$ cat src/rtl/label_watch_sequencer_if.sv
// -----------------------------------------------------------------------------
// label_watch_sequencer_if
// Purpose : bundles the retire-watch bus and the uPC redirect handshake that
//           run between the control unit and label_watch_sequencer.
// Signals : i_retire      one-cycle instruction-retired pulse
//           i_pc_x        PC at execution stage
//           i_pc_f        PC at fetch stage
//           i_opcode_x    opcode at execution stage, bits [112:1]
//           i_jump_ack    control unit has loaded o_jump_target
//           o_jump        redirect request, held until acknowledged
//           o_jump_target redirect address
// Modports: master - control-unit side (drives retire bus, answers redirects)
//           slave  - sequencer side (watches retires, issues redirects)
// -----------------------------------------------------------------------------
interface label_watch_sequencer_if #(
    parameter int PC_W = 12
);
    logic              i_retire;
    logic [PC_W-1:0]   i_pc_x;
    logic [PC_W-1:0]   i_pc_f;
    logic [112:1]      i_opcode_x;
    logic              i_jump_ack;
    logic              o_jump;
    logic [PC_W-1:0]   o_jump_target;

    modport master (
        output i_retire, i_pc_x, i_pc_f, i_opcode_x, i_jump_ack,
        input  o_jump, o_jump_target
    );

    modport slave (
        input  i_retire, i_pc_x, i_pc_f, i_opcode_x, i_jump_ack,
        output o_jump, o_jump_target
    );
endinterface

$ cat src/rtl/label_watch_sequencer.sv
// -----------------------------------------------------------------------------
// label_watch_sequencer
// Purpose : microcode-test supervisor. Watches every retired microinstruction,
//           matches it against a runtime-loaded table of label watchers and
//           reports passes, failure, completion and timeout. JUMP watchers
//           issue a uPC reload request to the control unit with an ack.
// Ports   : clk, reset     clock, synchronous active-high reset
//           i_start        leave IDLE and begin supervision
//           i_limit        cycle limit sampled on start (0 = no limit)
//           i_cfg_*        table write port, honoured in IDLE only
//           bus            retire bus + redirect handshake (slave modport)
//           o_pass         one-cycle pass pulse, o_pass_idx valid with it
//           o_pass_mask    sticky set of PASS entries that matched
//           o_state        IDLE=0 RUN=1 REDIR=2 PASSED=3 FAILED=4 TIMEOUT=5
//           o_retired      saturating count of retires seen in RUN/REDIR
// -----------------------------------------------------------------------------
module label_watch_sequencer #(
    parameter int N_WATCH = 16,
    parameter int PC_W    = 12,
    parameter int CNT_W   = 32,
    localparam int IDX_W  = (N_WATCH > 1) ? $clog2(N_WATCH) : 1
) (
    input  logic                 clk,
    input  logic                 reset,
    input  logic                 i_start,
    input  logic [CNT_W-1:0]     i_limit,
    input  logic                 i_cfg_we,
    input  logic [IDX_W-1:0]     i_cfg_idx,
    input  logic [2:0]           i_cfg_mode,
    input  logic [PC_W-1:0]      i_cfg_from,
    input  logic [PC_W-1:0]      i_cfg_to,
    input  logic [PC_W-1:0]      i_cfg_target,
    label_watch_sequencer_if.slave bus,
    output logic                 o_pass,
    output logic [IDX_W-1:0]     o_pass_idx,
    output logic [N_WATCH-1:0]   o_pass_mask,
    output logic [2:0]           o_state,
    output logic [CNT_W-1:0]     o_retired
);

    typedef enum logic [2:0] {
        S_IDLE    = 3'd0,
        S_RUN     = 3'd1,
        S_REDIR   = 3'd2,
        S_PASSED  = 3'd3,
        S_FAILED  = 3'd4,
        S_TIMEOUT = 3'd5
    } state_t;

    localparam logic [2:0] M_OFF  = 3'd0;
    localparam logic [2:0] M_PASS = 3'd1;
    localparam logic [2:0] M_JUMP = 3'd2;
    localparam logic [2:0] M_FAIL = 3'd3;
    localparam logic [2:0] M_DONE = 3'd4;

    // The PASS label field is 12 bits wide; compare at the wider of the two.
    localparam int CMP_W = (PC_W > 12) ? PC_W : 12;

    state_t              r_state;
    logic                r_jump;
    logic [PC_W-1:0]     r_jump_target;

    logic [2:0]          r_mode   [N_WATCH];
    logic [PC_W-1:0]     r_from   [N_WATCH];
    logic [PC_W-1:0]     r_to     [N_WATCH];
    logic [PC_W-1:0]     r_target [N_WATCH];

    logic [CNT_W-1:0]    r_cycles;
    logic [CNT_W-1:0]    r_limit;
    logic [CNT_W-1:0]    r_retired;
    logic                r_pass;
    logic [IDX_W-1:0]    r_pass_idx;
    logic [N_WATCH-1:0]  r_pass_mask;

    logic                w_eval;
    logic                w_active;
    logic                w_timeout;
    logic                w_sqi_ok;
    logic [N_WATCH-1:0]  w_pass_hits;
    logic                w_pass_any;
    logic [IDX_W-1:0]    w_pass_idx;
    logic                w_jump_any;
    logic [PC_W-1:0]     w_jump_tgt;
    logic                w_fail_any;
    logic                w_done_any;
    logic                w_pass_nxt;
    state_t              w_state_nxt;
    logic                w_jump_nxt;
    logic [PC_W-1:0]     w_tgt_nxt;

    // Low opcode bits are not part of any watch rule.
    wire w_unused = ^bus.i_opcode_x[94:1];

    assign w_eval   = (r_state == S_RUN) && bus.i_retire;
    assign w_active = (r_state == S_RUN) || (r_state == S_REDIR);
    // ">=" rather than "==" so a timeout deferred by a same-cycle match is
    // still caught on a later cycle.
    assign w_timeout = (r_limit != '0) && (r_cycles >= r_limit - CNT_W'(1));
    assign w_sqi_ok  = (bus.i_opcode_x[112:109] == 4'd14) &&
                       (bus.i_opcode_x[96:95] == 2'd0);

    // Match scan runs from the top index down so the lowest index is the
    // last writer and therefore wins within a mode.
    always_comb begin
        w_pass_hits = '0;
        w_pass_any  = 1'b0;
        w_pass_idx  = '0;
        w_jump_any  = 1'b0;
        w_jump_tgt  = '0;
        w_fail_any  = 1'b0;
        w_done_any  = 1'b0;
        if (w_eval) begin
            for (int i = N_WATCH - 1; i >= 0; i--) begin
                case (r_mode[i])
                    M_PASS: begin
                        if (w_sqi_ok && (CMP_W'(bus.i_opcode_x[108:97]) == CMP_W'(r_from[i]))) begin
                            w_pass_hits[i] = 1'b1;
                            w_pass_any     = 1'b1;
                            w_pass_idx     = IDX_W'(i);
                        end
                    end
                    M_JUMP: begin
                        if ((bus.i_pc_x == r_from[i]) && (bus.i_pc_f == r_to[i])) begin
                            w_jump_any = 1'b1;
                            w_jump_tgt = r_target[i];
                        end
                    end
                    M_FAIL: if (bus.i_pc_x == r_from[i]) w_fail_any = 1'b1;
                    M_DONE: if (bus.i_pc_x == r_from[i]) w_done_any = 1'b1;
                    default: ;
                endcase
            end
        end
    end

    // A pass only pulses when no state-changing event claims the retire.
    assign w_pass_nxt = w_pass_any && !w_fail_any && !w_jump_any && !w_done_any;

    always_comb begin
        w_state_nxt = r_state;
        w_jump_nxt  = r_jump;
        w_tgt_nxt   = r_jump_target;
        case (r_state)
            S_IDLE: begin
                if (i_start) w_state_nxt = S_RUN;
            end
            S_RUN: begin
                if (w_fail_any) begin
                    w_state_nxt = S_FAILED;
                end else if (w_jump_any) begin
                    w_state_nxt = S_REDIR;
                    w_jump_nxt  = 1'b1;
                    w_tgt_nxt   = w_jump_tgt;
                end else if (w_done_any) begin
                    w_state_nxt = S_PASSED;
                end else if (w_timeout) begin
                    w_state_nxt = S_TIMEOUT;
                end
            end
            S_REDIR: begin
                if (w_timeout) begin
                    w_state_nxt = S_TIMEOUT;
                    w_jump_nxt  = 1'b0;
                end else if (bus.i_jump_ack) begin
                    w_state_nxt = S_RUN;
                    w_jump_nxt  = 1'b0;
                end
            end
            default: ;
        endcase
    end

    always_ff @(posedge clk) begin
        if (reset) begin
            r_state       <= S_IDLE;
            r_jump        <= 1'b0;
            r_jump_target <= '0;
        end else begin
            r_state       <= w_state_nxt;
            r_jump        <= w_jump_nxt;
            r_jump_target <= w_tgt_nxt;
        end
    end

    always_ff @(posedge clk) begin
        if (reset) begin
            for (int i = 0; i < N_WATCH; i++) begin
                r_mode[i]   <= M_OFF;
                r_from[i]   <= '0;
                r_to[i]     <= '0;
                r_target[i] <= '0;
            end
            r_cycles    <= '0;
            r_limit     <= '0;
            r_retired   <= '0;
            r_pass      <= 1'b0;
            r_pass_idx  <= '0;
            r_pass_mask <= '0;
        end else begin
            if (r_state == S_IDLE) begin
                if (i_cfg_we && (int'(i_cfg_idx) < N_WATCH)) begin
                    r_mode[i_cfg_idx]   <= i_cfg_mode;
                    r_from[i_cfg_idx]   <= i_cfg_from;
                    r_to[i_cfg_idx]     <= i_cfg_to;
                    r_target[i_cfg_idx] <= i_cfg_target;
                end
                if (i_start) begin
                    r_cycles <= '0;
                    r_limit  <= i_limit;
                end
            end
            if (w_active) begin
                r_cycles <= r_cycles + CNT_W'(1);
                if (bus.i_retire && !(&r_retired)) r_retired <= r_retired + CNT_W'(1);
            end
            r_pass <= w_pass_nxt;
            if (w_pass_nxt) r_pass_idx <= w_pass_idx;
            r_pass_mask <= r_pass_mask | w_pass_hits;
        end
    end

    assign bus.o_jump        = r_jump;
    assign bus.o_jump_target = r_jump_target;
    assign o_pass            = r_pass;
    assign o_pass_idx        = r_pass_idx;
    assign o_pass_mask       = r_pass_mask;
    assign o_state           = r_state;
    assign o_retired         = r_retired;

endmodule
$ cat src/flat_wrapper.sv
// flat-port wrapper written by rule: the top's interface ports become plain ports
module label_watch_sequencer_flat 
#(
    parameter int N_WATCH = 16,
    parameter int PC_W    = 12,
    parameter int CNT_W   = 32,
    localparam int IDX_W  = (N_WATCH > 1) ? $clog2(N_WATCH) : 1
)
  (clk, reset, i_start, i_limit, i_cfg_we, i_cfg_idx, i_cfg_mode, i_cfg_from, i_cfg_to, i_cfg_target, o_pass, o_pass_idx, o_pass_mask, o_state, o_retired, bus_i_retire, bus_i_pc_x, bus_i_pc_f, bus_i_opcode_x, bus_i_jump_ack, bus_o_jump, bus_o_jump_target);
  label_watch_sequencer_if #(.PC_W(PC_W)) bus_i ();
  input  logic clk;
  input  logic reset;
  input  logic i_start;
  input  logic [CNT_W-1:0] i_limit;
  input  logic i_cfg_we;
  input  logic [IDX_W-1:0] i_cfg_idx;
  input  logic [2:0] i_cfg_mode;
  input  logic [PC_W-1:0] i_cfg_from;
  input  logic [PC_W-1:0] i_cfg_to;
  input  logic [PC_W-1:0] i_cfg_target;
  output logic o_pass;
  output logic [IDX_W-1:0] o_pass_idx;
  output logic [N_WATCH-1:0] o_pass_mask;
  output logic [2:0] o_state;
  output logic [CNT_W-1:0] o_retired;
  input wire logic [$bits(bus_i.i_retire)-1:0] bus_i_retire;
  input wire logic [$bits(bus_i.i_pc_x)-1:0] bus_i_pc_x;
  input wire logic [$bits(bus_i.i_pc_f)-1:0] bus_i_pc_f;
  input wire logic [$bits(bus_i.i_opcode_x)-1:0] bus_i_opcode_x;
  input wire logic [$bits(bus_i.i_jump_ack)-1:0] bus_i_jump_ack;
  output wire logic [$bits(bus_i.o_jump)-1:0] bus_o_jump;
  output wire logic [$bits(bus_i.o_jump_target)-1:0] bus_o_jump_target;
  assign bus_i.i_retire = bus_i_retire;
  assign bus_i.i_pc_x = bus_i_pc_x;
  assign bus_i.i_pc_f = bus_i_pc_f;
  assign bus_i.i_opcode_x = bus_i_opcode_x;
  assign bus_i.i_jump_ack = bus_i_jump_ack;
  assign bus_o_jump = bus_i.o_jump;
  assign bus_o_jump_target = bus_i.o_jump_target;
  label_watch_sequencer #(.N_WATCH(N_WATCH), .PC_W(PC_W), .CNT_W(CNT_W)) u_core (.clk(clk), .reset(reset), .i_start(i_start), .i_limit(i_limit), .i_cfg_we(i_cfg_we), .i_cfg_idx(i_cfg_idx), .i_cfg_mode(i_cfg_mode), .i_cfg_from(i_cfg_from), .i_cfg_to(i_cfg_to), .i_cfg_target(i_cfg_target), .bus(bus_i), .o_pass(o_pass), .o_pass_idx(o_pass_idx), .o_pass_mask(o_pass_mask), .o_state(o_state), .o_retired(o_retired));
endmodule
$ cat config.mk
export PLATFORM = sky130hd
export DESIGN_NAME = label_watch_sequencer_flat
export DESIGN_NICKNAME = d
export VERILOG_FILES = /design/src/rtl/label_watch_sequencer_if.sv /design/src/rtl/label_watch_sequencer.sv /design/src/flat_wrapper.sv
export SDC_FILE = /design/constraint.sdc
export NUM_CORES = 2
export LEC_CHECK = 0
export CORE_ASPECT_RATIO = 1.2
export CORE_MARGIN = 4
export CORE_UTILIZATION = 55
export CTS_CLUSTER_DIAMETER = 60
export DETAILED_ROUTE_END_ITERATION = 10
export PLACE_DENSITY_LB_ADDON = 0.15
export SLEW_MARGIN = 20
export SYNTH_ARGS = -nofsm -noshare
export SYNTH_HDL_FRONTEND = slang
export SYNTH_SLANG_ARGS = --single-unit
$ cat constraint.sdc
create_clock -name clk -period 13.9 [get_ports clk]
set_clock_uncertainty 0.1 [all_clocks]
set_input_delay 2.085 -clock clk [delete_from_list [all_inputs] [get_ports clk]]
set_output_delay 2.085 -clock clk [all_outputs]
set_load 0.02 [all_outputs]
---- Yosys cells after proc, flatten, opt, wreduce, memory -nomap -nowiden ----
Memories as Yosys holds them, arrays and structs flattened.
Cells that the tools add are included.
operators by class
  $add $sub $neg .......................... 3
  magnitude comparators ................... 1
  eq/ne operators ......................... 120
  muxes and demuxes ....................... 284
  bitwise logic cells ..................... 2
  reduce and logical (&&, ||, !) cells .... 62
operator list
  cell                   count
  $eq 12x12->1           48
  $mux 12                39
  $mux 1                 191
  $mux 4                 40
  $eq 3x2->1 const B     33
  $mux 32                3
  $add 32x1->32 const B  2
  $eq 3x1->1 const B     17
  $eq 3x3->1 const B     16
  $logic_and 1x1->1      39
  $reduce_or 12->1       3
  $ge 32x32->1           1
  $reduce_and 32->1      1
  $reduce_bool 32->1     1
  $sub 32x1->32 const B  1
  $mux 3                 8
  $mux 16                1
  $or 16x16->16          1
  $pmux 3 s3             1
  $reduce_and 4->1       2
  $reduce_and 2->1       3
  $reduce_bool 2->1      3
  $ne 5x1->1 const B     1
  $eq 4x4->1 const B     1
  other kinds (12)       16
word-level totals
  register bits ........................... 133
  bits in writable memories ............... 624
  input bits .............................. 217
  output and inout bits ................... 69
  word-level logic and storage cells ...... 485
  memories kept ........................... 4
memory list
  memory           depth  bits a word  rd ports  clocked after memory_dff  write ports  line                         source
  u_core.r_from    16     12           16        0                         16           label_watch_sequencer.sv:64  logic [PC_W-1:0] r_from [N_WATCH];
  u_core.r_target  16     12           16        0                         16           label_watch_sequencer.sv:66  logic [PC_W-1:0] r_target [N_WATCH];
  u_core.r_to      16     12           16        0                         16           label_watch_sequencer.sv:65  logic [PC_W-1:0] r_to [N_WATCH];
  u_core.r_mode    16     3            16        0                         16           label_watch_sequencer.sv:63  logic [2:0] r_mode [N_WATCH];

---- Longest topological paths before layout ----
  word-level depth ........................ 43
  mapped depth ............................ 19
  depth with buffers taken out ............ 19

---- Worst setup path after synthesis ----
No wires, ideal clock.
  kind .................................... input to register
  start point ............................. in reset
  end point ............................... mem u_core.r_from[3][0] (enable)
  setup time .............................. 0.489 ns
  arrival time ............................ 5.677 ns
  required time ........................... 13.311 ns
  path slack .............................. 7.634 ns
  cell stages on the path ................. 6
  path buffers ............................ 1
  cells stage by stage .................... clkbuf_8 > inv_1 > and3_1 > nor2b_1 > nand2b_1 > o21ai_0
RTL lines
  element      line                         source
  from (decl)  flat_wrapper.sv:12           input logic reset;
  to (decl)    label_watch_sequencer.sv:64

---- Final worst setup path ----
  start point ............................. in bus_i_pc_x[11]
  end point ............................... reg u_core.r_jump_target[0], in the netlist u_core.bus.o_jump_target[0]
between the ends
  longest elaborated chain between the ends .. 40
  elaborated cells between the ends (all ways) .. 144
  those cells by class .................... eq/ne (16); mux (110); bitwise (1); reduce/logical (17)
ends and longest elaborated chain
  element                                      line                                                        source
  from (decl)                                  flat_wrapper.sv:27                                          input wire logic [$bits(bus_i.i_pc_x)-1:0] bus_i_pc_x;
  $eq 12x12->1                                 label_watch_sequencer.sv:123, label_watch_sequencer.sv:128
  $logic_and 1x1->1 or $mux 1 (tied branches)  label_watch_sequencer.sv:123, label_watch_sequencer.sv:128
  $mux 1 (on tied branches)                    label_watch_sequencer.sv:123, label_watch_sequencer.sv:114
  $mux 1 (on tied branches)                    label_watch_sequencer.sv:114, label_watch_sequencer.sv:128
  $mux 1 (on tied branches)                    label_watch_sequencer.sv:123, label_watch_sequencer.sv:114
  $mux 1 (on tied branches)                    label_watch_sequencer.sv:114, label_watch_sequencer.sv:128
  $mux 1 (on tied branches)                    label_watch_sequencer.sv:123, label_watch_sequencer.sv:114
  $mux 1 (on tied branches)                    label_watch_sequencer.sv:114, label_watch_sequencer.sv:112
  [24 not listed]                              -
  $mux 1 (on tied branches)                    label_watch_sequencer.sv:123, label_watch_sequencer.sv:114
  $mux 1 (on tied branches)                    label_watch_sequencer.sv:114, label_watch_sequencer.sv:128
  $mux 1 (on tied branches)                    label_watch_sequencer.sv:123, label_watch_sequencer.sv:114
  $mux 1 (on tied branches)                    label_watch_sequencer.sv:114, label_watch_sequencer.sv:128
  $mux 1 (on tied branches)                    label_watch_sequencer.sv:123, label_watch_sequencer.sv:114
  $mux 1 (on tied branches)                    label_watch_sequencer.sv:114, label_watch_sequencer.sv:112
  $mux 1 or $not 1->1 (tied branches)          -
  $reduce_and 3->1 (no source line)            -
  to (signal assigned)                         label_watch_sequencer.sv:181                                r_jump_target <= w_tgt_nxt;
  to (decl)                                    label_watch_sequencer.sv:61                                 logic [PC_W-1:0] r_jump_target;
Several ways; a longest one is shown, not always the timed one. The select of a mux whose other input is x is not followed.
A chain may end at the register's enable or synchronous reset.

==> key figures <==
Outcome
  • Status: finished, final reports clean

Cells and area
  • Post-layout instance area: 46,800 µm²
  • Fraction of final layout cells with drive strength greater than 1: 0.0829
  • Number of nets in the layout: 4,161
  • Synth-to-Final Area Change: 11.8%
  • Area occupied by multi-input gates: approximately 19,000 µm²
  • Sequential cell area in the final layout: between 20,000 and 25,000 µm²
  • Fill count: 6,063

Floorplan
  • Die footprint: 80,700 µm²
  • Width of the die: 260 µm
  • Die extent in y: 310 µm
  • Initial core utilization: 0.556
  • Area inside the core boundary: 75,300 µm²
  • I/O pin count: 286
  • Site row count: 110

Synth
  • Number of distinct library cell variants in the gate-level netlist after synthesis: 103
  • Cells after synthesis: 3,816
  • Share of synthesized registers carrying an async set or reset: 0
  • Sequential share of the synthesized area: 0.511
  • Top_reg_cell synth: edfxtp_1
  • Biggest area contributors in the synthesized netlist: edfxtp_1, and2_1, xor2_1
  • Total of flip-flops plus latches after synthesis: between 700 and 800
  • Synth Warn #: 0
  • Net count of the mapped netlist: 4,069
  • Mapped cell area: 41,900 µm²
  • Cell type with the largest total area after synthesis: edfxtp_1
  • Share of the synthesized area in the top cell type: 0.447
  • Synthesized area per cell: roughly 11 µm²
  • Number of enable flip-flop cells after synthesis: between 600 and 700

Timing
  • Relative slew margins: 0.135
  • Hold Vio Cnt, Final: 0
  • Final number of max-transition violations: 0
  • Total Neg Setup Slack: 0 ps
  • Tcrit/Tclk final: 0.458
  • F_max: 157 MHz
  • Count of final setup violators: 0
  • Slew at the pin closest to its max-slew limit: 1290 ps
  • Period minus WS final: around 6400 ps
  • Final setup margin: 7540 ps
  • Setup repair after global routing missed its margin: no

Drt
  • Detailed-route DRC error count: 0
  • Met3 wire len: 11,400 µm
  • Detailed-route vias per instance: 6.19
  • WL final: 132,000 µm
  • Vias post-DR: between 30,000 and 40,000
  • Residual antenna-violating net count after detailed routing: 0
  • Top layer reached by signal wires: met4
  • Met1 WL: 50,900 µm
  • Drt initial violations: 3,821
  • Routed met2 length: 62,300 µm
  • Routed wirelength normalized by instance count: 26.5 µm
  • Number of optimization iterations in the first detailed-route pass: 7

Power
  • Clock share of power: 0.395
  • Switching power as a share of total power: 0.255
  • IR drop worst, VDD: 0.0817 mV
  • Combinational group share of total power: 0.107
  • Leakage component of the power: 16.7 nW
  • Net switching power: 1.33 mW
  • Power per unit of standard cell area: 111 nW/µm²
  • Sequential share of power: 0.498
  • Int Pwr: 3.87 mW

Clocking
  • Clock Sinks: 757
  • Deepest level of the CTS H-tree: 3
  • Hold buffers post-CTS: 0
  • Cell at the root of the clock tree: clkbuf_16
  • Skew-Pair Late Insertion Delay: 650 ps
  • Number of buffers added by the clock tree synthesis step: 79
  • Clock-pin slew reported for the worst setup and hold paths after clock tree synthesis: 60 ps
  • TritonCTS clock tree: yes
  • Number of buffers inserted to repair setup after CTS: 0
  • CTS max path bufs: 3
  • Quantity of gates resized following cts: 0

Hold path
  • Class of the worst hold path: reg2reg

Worst setup path
  • Largest driver fanout on the critical path: 16
  • Largest stage delay, worst path: 920 ps
  • Data arrival time of the worst path: a little under 7000 ps
  • Top delay family on crit path: simple AND/OR/NAND/NOR gates
  • Total buffers and inverters traversed by the critical path: 2
  • Worst path cell trace: clkdlybuf4s50_1, buf_4, xor2_1, nor4_1, and4b_1, and2_1, nor2_1, a31oi_1, o221ai_1, a221oi_2, nor3_2
  • Required arrival time at the worst endpoint: 14,280 ps
  • Critical Path Source Type: input port
  • Crit. End Element: flop
  • Critical path's slowest cell: nor4_1
  • Classification of the worst setup path: in2reg

Place
  • Placed inst area: roughly 44,000 µm²
  • Number of buffer cells added on primary ports: between 150 and 200
  • Half-perimeter wire length after placement: 84,700 µm
  • Worst slack at placement: 7110 ps
  • RD Place Congestion: approximately 0.94

Global route
  • Maximum number of pins on one net before global-route repair: 72
  • Global-route wire length before repair: 191,000 µm
  • Overall track demand over capacity in global routing: 0.321
  • Vias in the first global route: between 20,000 and 30,000
  • Global route total overflow: 0
  • Number of antenna violations at the first check in global routing: 3

Job
  • Maxcap violations: 0
-- power by group through the flow --
stage               clock network (mW)  registers [mW]  logic, mW
finish                            2.05            2.59      0.557
global route                      2.16            2.59      0.596
CTS                               2.07            2.59      0.550
detailed placement                   0            2.63      0.548
global placement                     0            2.63      0.541
floorplan                            0            2.63      0.360
-- Yosys cell counts, types with 17 or more instances --
master / number
nand4b_1: 18
o211ai_1: 32
xnor2_1: 282
nand2b_1: 21
buf_2: 32
a211oi_1: 29
edfxtp_1: 624
nor2_1: 189
nor3b_1: 26
and3_1: 32
buf_4: 17
buf_6: 35
clkbuf_1: 160
nand4_1: 146
ha_1: 36
nand2_1: 185
and2_1: 636
or4_1: 24
dfxtp_1: 133
nand3_1: 112
nor4_1: 124
inv_1: 34
o21ai_0: 31
a31oi_1: 24
a21oi_1: 92
nor2b_1: 18
xor2_1: 352
nor3_1: 73
-- worst paths after layout --
path                                                    from                      endpoint  slack [ps]  depth (start not counted)
worst max-delay path                          bus_i_pc_x[11]   u_core.bus.o_jump_target[0]        7540                         11
worst min-delay path            u_core.bus.o_jump_target[10]  u_core.bus.o_jump_target[10]         360                          2
worst max register to register             u_core.r_limit[0]             u_core.o_state[1]        9210                         15
worst min register to register  u_core.bus.o_jump_target[10]  u_core.bus.o_jump_target[10]         360                          2
-- metrics by stage --
stage,power [mW],utilization,std cells,hold slack (ps)
6_report,5.20,0.622,4982,360
5_1_grt,5.35,0.622,4980,383
4_1_cts,5.20,0.622,4979,363
3_5_place_dp,3.18,0.590,4835,355
3_3_place_gp,3.17,0.590,4835,340
2_1_floorplan,2.99,-,3816,356
-- worst register-to-register path, stage by stage (launching register included) --
cell      delay, ps
dfxtp_1         330
nor4_1          680
nand4_1         350
or3_1           500
nor3_1          360
nand2_1         110
xor2_1          160
ha_1            310
inv_1            50
o211ai_1        170
o211ai_1        120
a21oi_1         250
o31ai_1         180
o21ai_0         380
o221ai_2        190
o311a_1         350
-- final cells by class --
| cell class | instances | share of cell area |
|---|---|---|
| Timing Repair Buffer | 272 | 0.0531 |
| Tap cell | 1008 | 0.0269 |
| Clock inverter | 44 | 0.00636 |
| Clock buffer | 100 | 0.0456 |
| Multi-Input combinational cell | 2764 | 0.408 |
| Inverter | 34 | 0.00272 |
| Sequential cell | 757 | 0.457 |
| Antenna cell | 3 | 0.000160 |
-- state kept, by name (all words and copies together) (netlist names) --
register / count
u_core.bus.o_jump_target: 12
u_core.r_limit: 32
u_core.o_pass_idx: 4
u_core.o_pass: 1
u_core.r_to: 192
u_core.r_mode: 48
u_core.r_cycles: 32
u_core.o_pass_mask: 16
u_core.o_state: 3
u_core.r_from: 192
u_core.o_retired: 32
u_core.r_target: 192
u_core.bus.o_jump: 1
-- metal layers --
| metal | global-route usage | vias to the layer above |
|---|---|---|
| li1 | - | 13900 |
| met4 | 0.167 | 0 |
| met3 | 0.0392 | 375 |
| met1 | 0.422 | 15000 |
| met2 | 0.527 | 1601 |
| met5 | 0 | - |
-- logic make-up (layout without fill, tap and decap cells) --
logic type / count (synthesis) / count (layout) / synth area share
flops: 757 / 757 / 0.511
fa+ha+maj: 36 / 36 / 0.0108
buf+inv: 295 / 450 / 0.0384
compound gates: 358 / 358 / 0.0627
simple gates: 1723 / 1723 / 0.241
other cells: 0 / 3 / 0
xor+xnor: 634 / 634 / 0.133
mux: 13 / 13 / 0.00332
-- layout by cell type, fill, tap and decap left out, types with 21 or more instances in the layout --
master / instances
and2_1: 636
a21oi_1: 91
clkbuf_16: 81
nor2_1: 176
o211ai_1: 32
edfxtp_1: 624
and3_1: 32
nor4_1: 121
a211oi_1: 29
xnor2_1: 282
nand2b_1: 21
ha_1: 36
xor2_1: 352
nand4_1: 146
clkdlybuf4s50_1: 184
nand2_1: 185
buf_4: 82
dfxtp_1: 133
a31oi_1: 24
or4_1: 24
inv_1: 34
nor3_1: 69
nand3_1: 112
nor3b_1: 26
No activity file was read; power rests on OpenSTA's default activity.
